[src/rtl/regfile_pkg.sv]
// Shared constants and the writeback request type used by the arbiter and its FIFO.
package regfile_pkg;

   localparam int WORD   = 32;
   localparam int ADDR_W = 5;

   // One register-file write: destination register and value.
   typedef struct packed {
      logic [ADDR_W-1:0] addr;
      logic [WORD-1:0]   data;
   } wb_req_t;

endpackage

[src/rtl/wb_fifo.sv]
// Small in-order buffer for multi-cycle-unit results awaiting the register-file port.
// The head entry is readable combinationally so it can be written in the same cycle it is selected.
module wb_fifo
   import regfile_pkg::*;
#(
   parameter  int DEPTH = 2,
   localparam int CNT_W = $clog2(DEPTH + 1),
   localparam int PTR_W = (DEPTH > 1) ? $clog2(DEPTH) : 1
) (
   input  logic             i_clk,
   input  logic             i_reset,
   input  logic             i_push,
   input  wb_req_t          i_data,
   input  logic             i_pop,
   output wb_req_t          o_head,
   output logic             o_full,
   output logic             o_empty,
   output logic [CNT_W-1:0] o_count
);

   logic [PTR_W-1:0] r_wr_ptr;
   logic [PTR_W-1:0] r_rd_ptr;
   logic [CNT_W-1:0] r_count;
   wb_req_t          r_mem [DEPTH];

   logic w_do_push;
   logic w_do_pop;

   // Pointers wrap at DEPTH-1 so non-power-of-two depths work too.
   function automatic logic [PTR_W-1:0] ptr_inc(input logic [PTR_W-1:0] p);
      return (p == PTR_W'(DEPTH - 1)) ? '0 : p + 1'b1;
   endfunction

   assign o_full    = (r_count == CNT_W'(DEPTH));
   assign o_empty   = (r_count == '0);
   assign o_count   = r_count;
   assign o_head    = r_mem[r_rd_ptr];
   assign w_do_push = i_push && !o_full;
   assign w_do_pop  = i_pop && !o_empty;

   // Pointer and occupancy bookkeeping; reset drops every buffered entry.
   always_ff @(posedge i_clk or posedge i_reset) begin
      if (i_reset) begin
         r_wr_ptr <= '0;
         r_rd_ptr <= '0;
         r_count  <= '0;
      end else begin
         if (w_do_push) r_wr_ptr <= ptr_inc(r_wr_ptr);
         if (w_do_pop)  r_rd_ptr <= ptr_inc(r_rd_ptr);
         case ({w_do_push, w_do_pop})
            2'b10:   r_count <= r_count + 1'b1;
            2'b01:   r_count <= r_count - 1'b1;
            default: r_count <= r_count;
         endcase
      end
   end

   // Entry storage; contents are don't-care until written.
   always_ff @(posedge i_clk) begin
      if (w_do_push) r_mem[r_wr_ptr] <= i_data;
   end

endmodule

[src/rtl/regfile_wb_arbiter.sv]
// Shares the single register-file write port between the main pipeline writeback and
// buffered multi-cycle-unit results, with a starvation guard and a pending-register
// scoreboard that drives the decode hazard stall.
module regfile_wb_arbiter #(
   parameter int WORD       = regfile_pkg::WORD,
   parameter int ADDR_W     = regfile_pkg::ADDR_W,
   parameter int FIFO_DEPTH = 2,
   parameter int MAX_WAIT   = 3
) (
   input  logic              i_clk,
   input  logic              i_reset,
   input  logic              i_wb_we,
   input  logic [ADDR_W-1:0] i_wb_addr,
   input  logic [WORD-1:0]   i_wb_data,
   input  logic              i_mdu_valid,
   input  logic [ADDR_W-1:0] i_mdu_addr,
   input  logic [WORD-1:0]   i_mdu_data,
   output logic              o_mdu_ready,
   input  logic              i_issue_valid,
   input  logic [ADDR_W-1:0] i_issue_rd,
   input  logic [ADDR_W-1:0] i_chk_rs1,
   input  logic [ADDR_W-1:0] i_chk_rs2,
   input  logic [ADDR_W-1:0] i_chk_rd,
   output logic              o_hazard_stall,
   output logic              o_pipe_stall,
   output logic              o_rf_we,
   output logic [ADDR_W-1:0] o_rf_addr,
   output logic [WORD-1:0]   o_rf_data
);
   import regfile_pkg::*;

   localparam int CNT_W  = $clog2(FIFO_DEPTH + 1);
   localparam int WAIT_W = $clog2(MAX_WAIT + 1);
   localparam int NREG   = 2 ** ADDR_W;

   wb_req_t          w_push_data;
   wb_req_t          w_head;
   logic             w_push;
   logic             w_pop;
   logic             w_full;
   logic             w_empty;
   logic [CNT_W-1:0] w_count;
   logic             w_unused_full;

   logic             w_head_valid;
   logic             w_head_zero;
   logic             w_main_valid;
   logic             w_starve;
   logic             w_main_wins;
   logic             w_head_write;

   logic [WAIT_W-1:0] r_wait_cnt;
   logic [NREG-1:0]   r_pending;
   logic [NREG-1:0]   w_pending_next;

   // ---------------- result buffer ----------------
   assign w_push_data   = '{addr: i_mdu_addr, data: i_mdu_data};
   assign o_mdu_ready   = (w_count < CNT_W'(FIFO_DEPTH)) && !i_reset;
   assign w_push        = i_mdu_valid && o_mdu_ready;
   assign w_unused_full = w_full;

   wb_fifo #(
      .DEPTH (FIFO_DEPTH)
   ) u_fifo (
      .i_clk   (i_clk),
      .i_reset (i_reset),
      .i_push  (w_push),
      .i_data  (w_push_data),
      .i_pop   (w_pop),
      .o_head  (w_head),
      .o_full  (w_full),
      .o_empty (w_empty),
      .o_count (w_count)
   );

   // ---------------- port arbitration ----------------
   // Writes to x0 never take the port; an x0 head is simply dropped on arrival.
   assign w_head_valid = !w_empty;
   assign w_head_zero  = (w_head.addr == '0);
   assign w_main_valid = i_wb_we && (i_wb_addr != '0);
   assign w_starve     = (r_wait_cnt == WAIT_W'(MAX_WAIT)) && w_head_valid;
   assign w_main_wins  = w_main_valid && !w_starve;
   assign w_head_write = w_head_valid && !w_head_zero && !w_main_wins;
   assign w_pop        = w_head_valid && (w_head_zero || !w_main_wins);
   assign o_pipe_stall = w_starve && w_main_valid;

   // Select the single source driving the register-file write port this cycle.
   always_comb begin
      o_rf_we   = 1'b0;
      o_rf_addr = '0;
      o_rf_data = '0;
      if (i_reset) begin
         o_rf_we = 1'b0;
      end else if (w_main_wins) begin
         o_rf_we   = 1'b1;
         o_rf_addr = i_wb_addr;
         o_rf_data = i_wb_data;
      end else if (w_head_write) begin
         o_rf_we   = 1'b1;
         o_rf_addr = w_head.addr;
         o_rf_data = w_head.data;
      end
   end

   // Count how long the current head has been denied the port, saturating at the limit.
   always_ff @(posedge i_clk or posedge i_reset) begin
      if (i_reset) begin
         r_wait_cnt <= '0;
      end else if (w_pop || w_empty) begin
         r_wait_cnt <= '0;
      end else if (r_wait_cnt != WAIT_W'(MAX_WAIT)) begin
         r_wait_cnt <= r_wait_cnt + 1'b1;
      end
   end

   // ---------------- pending-register scoreboard ----------------
   // A new issue to a register wins over a same-cycle retirement of that register.
   assign w_pending_next[0] = 1'b0;
   for (genvar gi = 1; gi < NREG; gi++) begin : g_pending
      assign w_pending_next[gi] =
         (i_issue_valid && (i_issue_rd == ADDR_W'(gi))) ? 1'b1 :
         (w_head_write && (w_head.addr == ADDR_W'(gi))) ? 1'b0 :
         r_pending[gi];
   end

   // Scoreboard state register.
   always_ff @(posedge i_clk or posedge i_reset) begin
      if (i_reset) begin
         r_pending <= '0;
      end else begin
         r_pending <= w_pending_next;
      end
   end

   assign o_hazard_stall = ((i_chk_rs1 != '0) && r_pending[i_chk_rs1]) ||
                           ((i_chk_rs2 != '0) && r_pending[i_chk_rs2]) ||
                           ((i_chk_rd  != '0) && r_pending[i_chk_rd]);

endmodule

[config.mk]
export PLATFORM = sky130hd
export DESIGN_NAME = regfile_wb_arbiter
export DESIGN_NICKNAME = d
export VERILOG_FILES = /design/src/rtl/regfile_pkg.sv /design/src/rtl/wb_fifo.sv /design/src/rtl/regfile_wb_arbiter.sv
export SDC_FILE = /design/constraint.sdc
export NUM_CORES = 1
export LEC_CHECK = 0
export ABC_CLOCK_PERIOD_IN_PS = 3000
export CORE_UTILIZATION = 28
export DETAILED_ROUTE_END_ITERATION = 12
export PLACE_DENSITY = 0.52
export SLEW_MARGIN = 20
export SYNTH_ARGS = -nofsm -noshare
export SYNTH_HDL_FRONTEND = slang
export SYNTH_SLANG_ARGS = --single-unit
export TNS_END_PERCENT = 100
[constraint.sdc]
create_clock -name i_clk -period 3 [get_ports i_clk]
set_input_delay 0.6 -clock i_clk [delete_from_list [all_inputs] [get_ports i_clk]]
set_output_delay 0.6 -clock i_clk [all_outputs]
set_load 0.1 [all_outputs]
==> results.cfg <==
[run_status]
status = finished with violations
violations = setup timing

[die]
initial_core_util_pct = 28.9
io_pins = 140
fp.dieH_um = 147
die_w_um = 147
placementRows = 52
core-area_um2 = 20500
die_area_um2 = 21700

[yosys]
yosysTopAreaCellShare_pct = 37.5
synth_cell_type_count = 51
synth_compound_area_share_pct = 17.0
synth_adder_area_share_pct = 0.423
syn-mean-instance-area_um2 = 12.5
synthMuxAreaShare_pct = 15.6
syn_area_um2 = 5920
ys_async_sr_fraction_pct = 33.3
yosys-top-cells-area = edfxtp_1 38%, dfrtp_1 16%, mux2_2 8.7%
synthSimpleGateAreaFrac_pct = 9.83
synth_edf_count = 74
syn_nets = 573
ys_warn_count = 0
synth_top_family_by_area = compound AO/OA/AOI/OAI gates
yosys.area.top_type = edfxtp_1
ys.flop_type = edfxtp_1
synth-xor-area-share_pct = 0.740
ys_ff_latch = 111
netlist_instances = 472
yosysSeqAreaShare_pct = 53.2

[timing]
period_share_pct = 101
hold_slack_ns = 0.460
fmax_mhz = 331
hold_viol_final = 0
finalMaxSlewViolations = 0
rsz0062_at_grt = yes
setup_slack_ns = -0.0216
finClkSkew_ns = 0.00797
setup_violations = 4
worstMarginPinSlew_ns = 0.606
max-slew-margin-rel_pct = 59.6
period_needed_ns = 3.02

[route]
viasPerCell = 5.11
dr.pass1.iters = 4
drt_wl_total_mm = 17.6
vias = 4710
remaining_drc_errors = 0
drt-initial-drc-count = 295
routedWlPerCell_um = 19.1
drtAntennaViolNets = 0

[clock_network]
cts_inserted_buffers = 9
clock-root-buffer = clkbuf_16
clock_latency_ns = 0.35
cts.sinks = 111
cts_tree = yes
clock_path_buffers = 2
htree_levels = 3
clk_pin_slew_ns = 0.07

[global_route]
groute.usage.overall_pct = 16.8
antenna_found_initial = 0
grt_pass1_vias = 5017
grt_overflow = 0
grt_max_degree = 38
grt_pass1_wl_mm = 27.9

[place]
io_buffers = 139
dp_slack_ns = -0.322
place_hpwl_mm = 12.9
placedCellCount = 888
routabilityCongestion = 0.818

[cells_and_area]
utilization_pct = 45.0
final_cells = 922
final_common_cell = clkdlybuf4s50_1
layout-drive-gt1-share_pct = 42.2
nNetsFinal = 748
final_cell_mix = 83 x clkdlybuf4s50_1, 74 x edfxtp_1, 52 x o21ai_0
area_delta_synth_final_pct = 55.8
n_antenna_cell = 0

[worst_setup_path]
start_kind = flip-flop
criticalPathCategory = reg2out
worstPathMaxFanout = 20
reg2reg_slack_ns = 0.64
arrival_ns = 2.42
crit_path_end_kind = output port
required_ns = 2.40

[power_and_ir_drop]
internal-power_w = 0.00411
p_leak_nw = 3.24
switchingPower_w = 0.00283
power_frac_seq_pct = 32.9
clockPowerShare_pct = 16.3
p_per_area_nw_per_um2 = 752
ir_drop_v = 0.000365
switching_share_pct = 40.8
p_comb_share_pct = 50.8

[min_path]
hold_class = reg2reg

[job]
maxCapViolCount = 0
## Yosys cell counts (2+ instances only)
master and n:
a221oi_1 2, o211ai_1 3, nor3_1 5, a22oi_1 6, a21oi_1 9, a22oi_2 30, nand2b_1 10, buf_2 7
dfrtp_1 37, o21ai_0 52, o31ai_1 7, nor4b_1 2, nor2b_1 8, or3b_1 2, or3_1 2, buf_6 5
nand3b_1 4, a2111oi_0 4, nand2_1 17, edfxtp_1 74, xor2_1 2, or4_1 2, ha_1 2, mux2_2 46
nor2_1 48, inv_1 6, o2111ai_1 6, clkbuf_1 17, mux2i_1 7, or2_2 3, nand4_1 3, mux4_2 15
nand3_1 5, nor3b_1 2, o22ai_1 2, a21o_1 3, xnor2_1 3
## registers in the layout, summed over array words and instances (netlist names)
signal and cells:
r_pending 31, u_fifo.o_count 2, u_fifo.r_wr_ptr 1, r_wait_cnt 2, u_fifo.r_rd_ptr 1, u_fifo.r_mem 74
## layout make-up
| type | instances | area [um^2] |
|---|---|---|
| Sequential cell | 111 | 3150 |
| Clock buffer | 9 | 225 |
| Timing Repair Buffer | 195 | 2430 |
| Fill cell | 1893 | 11300 |
| Inverter | 6 | 22.5 |
| Tap cell | 270 | 338 |
| Clock inverter | 7 | 55.1 |
| Multi-Input combinational cell | 324 | 3000 |
## routing by layer
metal	vias up	global-route usage, %	part of all wire (%)
met5	-	0	0
met4	0	4.18	0.92
met3	12	4.66	7.1
met2	166	26.7	47
met1	2345	22.5	45
li1	2187	-	-
## path summary, 6_finish.rpt
kind / start / cells after the start / end
max in group asynchronous: i_reset / 4 / u_fifo.r_rd_ptr$_DFFE_PP0P_
worst max-delay path: u_fifo.r_rd_ptr$_DFFE_PP0P_ / 7 / o_rf_data[1]
worst max register to register: u_fifo.r_rd_ptr$_DFFE_PP0P_ / 8 / u_fifo.o_count[1]$_DFFE_PP0P_
min in group asynchronous: i_reset / 4 / u_fifo.o_count[0]$_DFFE_PP0P_
worst min-delay path: r_wait_cnt[0]$_DFFE_PP0P_ / 1 / r_wait_cnt[0]$_DFFE_PP0P_
worst min register to register: r_wait_cnt[0]$_DFFE_PP0P_ / 1 / r_wait_cnt[0]$_DFFE_PP0P_
## per-stage QoR
| step | cell area, um^2 | TNS (ns) | power (W) |
|---|---|---|---|
| after floorplan | 6250 | -0.117 | 0.00451 |
| after global placement | 8570 | -9.77 | 0.00561 |
| after detailed placement | 8570 | -10.70 | 0.00568 |
| after CTS | 9170 | -0.403 | 0.00697 |
| after global routing | 9230 | -2.35 | 0.00730 |
| final | 9230 | -0.0454 | 0.00694 |
## worst max-delay path, cell delays in order (launching register included)
cell,delay [ns]
dfrtp_2,0.42
or3b_4,0.41
a221o_1,0.41
o211a_4,0.20
buf_12,0.17
a22oi_2,0.22
nor2_4,0.06
buf_12,0.17
## power by group through the flow
stage               clock (W)  sequential, W  combinational (W)
global route          0.00122        0.00233            0.00375
CTS                   0.00117        0.00227            0.00353
global placement            0        0.00229            0.00332
floorplan                   0        0.00217            0.00234
finish                0.00113        0.00228            0.00352
detailed placement          0        0.00232            0.00336
## kinds of logic (layout without fill, tap and decap cells)
logic type	Yosys count	after routing
xor+xnor	5	5
simple gates	117	117
fa+ha+maj	2	2
buf+inv	37	217
mux	68	68
flops	111	111
compound gates	132	132
## repair_timing
action,in CTS,in global routing
endpoints found under the setup margin,39,38
pin swaps,43,24
hold buffers,0,0
setup buffers,14,1
gates resized for setup,45,17
cloned,4,0
No activity file was read; power rests on OpenSTA's default activity.
==> RTL change 1: new RTL, same settings <==
Set the parameter `MAX_WAIT` to 6 (it was 3).
--- a/src/rtl/regfile_wb_arbiter.sv
+++ b/src/rtl/regfile_wb_arbiter.sv
@@ -6,5 +6,5 @@
    parameter int ADDR_W     = regfile_pkg::ADDR_W,
    parameter int FIFO_DEPTH = 2,
-   parameter int MAX_WAIT   = 3
+   parameter int MAX_WAIT   = 6
 ) (
    input  logic              i_clk,
Check against the original RTL: not equivalent (Yosys sat finds a counterexample within 10 cycles, from zero or initial values and one cycle with i_reset high).
==> RTL change 1 against the original RTL <==
- the run still ends with setup timing left
- worst setup slack worse by 0.023 ns
- sequential power grew 4%
- wire length down 1.8%
- non-clock buffer count is 2 lower
- cell area grew 0.43%
- first-iteration DRC count down 4.4%
- total power grew 4.9%
- synthesized area fell by 2.0%
- die area down 2.0%
- sequential cell count up 1
==> RTL change 1: results <==
set metrics [dict create \
    fin_nets 737 \
    synth_cell_types 52 \
    dp.cells 874 \
    dr.pass1.iters 5 \
    synthTopCellsByCount "edfxtp_1, o21ai_0, mux2i_1, nor2_1, dfrtp_1" \
    grt_use_met3_pct 4.73 \
    synthTopCellsByArea "edfxtp_1, dfrtp_1, mux2i_1, mux4_2, a2bb2oi_1" \
    fin_worst_skew_ns 0.00916 \
    status "finished, violations left" \
    finalSetupViolations 22 \
    peakVddDrop_mv 0.357 \
    fin_tns_setup_ns -0.461 \
    leakagePower_uw 0.00334 \
    hold_ws_ns 0.485 \
    fin_cells 909 \
    synthArstFlopShare_pct 33.9 \
    route.met3.wl_um 1280 \
    regArea_mm2 0.00318 \
    root_buffer "clkbuf_16" \
    first_global_vias 4860 \
    vias 4659 \
    crit_path_max_fanout 7 \
    max_slew_margin_pct 62.2 \
    wl_per_cell_um 19.0 \
    ff2ff_path_depth 7 \
    setup_slack_ns -0.0444 \
    dpl_cell_area_mm2 0.00846 \
    worstPathArrival_ns 2.44 \
    r2r_slack_ns 0.80 \
    violations "setup timing" \
    use_met1_pct 19.4 \
    grtUsageMet2_pct 27.9 \
    syn_nets 562 \
    dp_hpwl_um 12600 \
    synthFlopType "edfxtp_1" \
    grt_pass1_wl_um 26800 \
    fillers 1848 \
    layout-drive-gt1-share_pct 36.2 \
    internal-power_uw 4420 \
    ys_seq_area_share_pct 54.7 \
    wl_met1_um 6840 \
    place_ws_ns -0.350 \
    track_usage_pct 16.4 \
    place.gp.congestion 0.873 \
    biggestRegsByFlops "u_fifo.r_mem (74), r_pending (31), r_wait_cnt (3)" \
    routed-wl-met2_um 8860 \
    synth_cells 460 \
    clockBufferDepth 2 \
    cts_setup_buffers 8 \
    drt-initial-drc-count 282 \
]
==> RTL change 1: how the worst max path moves through the flow <==
| stage | end | slack (ns) | start | cells past startpoint |
|---|---|---|---|---|
| floorplan | o_hazard_stall | -0.35 | i_chk_rs1[0] | 6 |
| global placement | o_hazard_stall | -0.35 | i_chk_rs1[0] | 9 |
| detailed placement | o_hazard_stall | -0.35 | i_chk_rs1[0] | 9 |
| CTS | o_rf_data[31] | -0.11 | i_wb_addr[2] | 10 |
| global route | o_hazard_stall | -0.12 | i_chk_rs1[0] | 8 |
| finish | o_rf_data[1] | -0.04 | i_wb_addr[1] | 9 |
==> RTL change 1: power by group through the flow <==
stage	registers [uW]	clock network, uW	logic [uW]
after floorplan	2230	0	2300
after global placement	2370	0	3190
after detailed placement	2390	0	3230
after CTS	2360	1250	3490
after global routing	2400	1300	3900
final	2360	1210	3700
==> RTL change 1: critical path: stages <==
cell and delay, ns:
buf_6 0.09, or4_4 0.57, o211ai_4 0.24, nand3_4 0.13, buf_6 0.17, buf_16 0.15
a2bb2oi_4 0.17, nor2_4 0.14, buf_12 0.18
==> RTL change 1: logic make-up after synthesis <==
group                    after synthesis  share of synthesized area [%]
XOR/XNOR                               6                          0.906
flip-flops                           112                           54.7
AND/OR/NAND/NOR                      114                           10.2
multiplexers                          69                           16.0
AO/OA/AOI/OAI                        121                           15.0
buffers and inverters                 35                           2.65
adder cells (fa/ha/maj)                3                          0.647
==> RTL change 1: cell type report <==
| class | count | area share [%] |
|---|---|---|
| clock inverter | 6 | 0.824 |
| clock buffer | 9 | 2.43 |
| timing repair buffer | 193 | 25.1 |
| multi-input combinational | 313 | 33.4 |
| tap | 270 | 3.65 |
| inverter | 6 | 0.284 |
| sequential | 112 | 34.3 |
==> RTL change 2: new RTL, same settings <==
Made on the original files. Make the reset (`i_reset`) synchronous in 3 clocked blocks.
--- a/src/rtl/wb_fifo.sv
+++ b/src/rtl/wb_fifo.sv
@@ -40,5 +40,5 @@
 
    // Pointer and occupancy bookkeeping; reset drops every buffered entry.
-   always_ff @(posedge i_clk or posedge i_reset) begin
+   always_ff @(posedge i_clk) begin
       if (i_reset) begin
          r_wr_ptr <= '0;
--- a/src/rtl/regfile_wb_arbiter.sv
+++ b/src/rtl/regfile_wb_arbiter.sv
@@ -104,5 +104,5 @@
 
    // Count how long the current head has been denied the port, saturating at the limit.
-   always_ff @(posedge i_clk or posedge i_reset) begin
+   always_ff @(posedge i_clk) begin
       if (i_reset) begin
          r_wait_cnt <= '0;
@@ -125,5 +125,5 @@
 
    // Scoreboard state register.
-   always_ff @(posedge i_clk or posedge i_reset) begin
+   always_ff @(posedge i_clk) begin
       if (i_reset) begin
          r_pending <= '0;
Check against the original RTL: differs if i_reset is asserted again (counterexample within 4 cycles, from zero or initial values and one cycle with i_reset high); with i_reset held inactive, the same outputs for 4 cycles.
==> RTL change 2 against the original RTL <==
- die area decreased by 4.1%
- sequential cell count increased by 1
- global-route usage increased by 0.28 points
- cell area decreased by 2.3%
- sequential power decreased by 20%
- hold slack improved by 0.052 ns
- worst setup slack improved by 0.042 ns
- total power decreased by 26%
- synthesized area decreased by 4.2%
- core utilization increased by 0.86 points
- critical path type is now input port to primary output
- synthesized cell count increased by 7.2%
- wire length increased by 0.37%
- largest cell class unchanged
- non-clock buffer count decreased by 9
==> RTL change 2: results <==
set metrics [dict create \
    wl_per_cell_um 18.7 \
    swShare_pct 37.7 \
    dpl_cell_area_mm2 0.00841 \
    dp.cells 913 \
    cts_resized 42 \
    synthTopCellsByCount "edfxtp_1, nand2_1, mux2i_1" \
    hold_depth 2 \
    ff2ff_path_depth 6 \
    ys_seq_area_share_pct 52.6 \
    use_met1_pct 20.6 \
    synthArstFlopShare_pct 0 \
    dp_hpwl_um 12400 \
    critPathSlowestCell "or4_4" \
    status "finished clean" \
    grt_pass1_wl_um 26400 \
    fin_worst_skew_ns 0.00827 \
    grtUsageMet2_pct 28.3 \
    drt-initial-drc-count 293 \
    antenna_found_initial 3 \
    synth_cell_types 55 \
    leakagePower_uw 0.00312 \
    topRoutingLayerUsed "met5" \
    grt_use_met3_pct 4.97 \
    synth_cells 506 \
    worstPathArrival_ns 2.38 \
    layout-drive-gt1-share_pct 28.7 \
    max_stage_delay_ns 0.56 \
    max_slew_margin_pct 41.0 \
    crit_path_max_fanout 5 \
    power_uw 5170 \
    avgViaCountPerCell 5.03 \
    crit_family "buffers and inverters" \
    synthTopCellsByArea "edfxtp_1, dfxtp_1, mux2i_1, mux4_2, nand2_1" \
    syn_nets 607 \
    finalCritPeriodShare_pct 99.3 \
    cts_setup_buffers 6 \
    hold_ws_ns 0.512 \
    power.density_mw_per_mm2 573 \
    wl_met1_um 7420 \
    hold_start "r_wait_cnt[1]" \
    clock_power_share_pct 23.4 \
]
-- RTL change 2: final cells by class --
class                   count  share of cell area, %
diodes                      1                 0.0278
inverters                  12                  0.500
clock buffers              11                   2.82
flip-flops and latches    112                   33.1
clock inverters             5                  0.486
repair buffers            186                   26.4
well taps                 265                   3.68
multi-input cells         353                   33.0
-- RTL change 2: kinds of logic (layout without fill, tap and decap cells) --
| group | after synthesis | in the layout | synth area share, % |
|---|---|---|---|
| adder cells (fa/ha/maj) | 2 | 2 | 0.441 |
| XOR/XNOR | 5 | 5 | 0.772 |
| AO/OA/AOI/OAI | 136 | 136 | 14.4 |
| multiplexers | 69 | 69 | 16.5 |
| buffers and inverters | 41 | 214 | 3.42 |
| other | 0 | 1 | 0 |
| flip-flops | 112 | 112 | 52.6 |
| AND/OR/NAND/NOR | 141 | 141 | 11.8 |
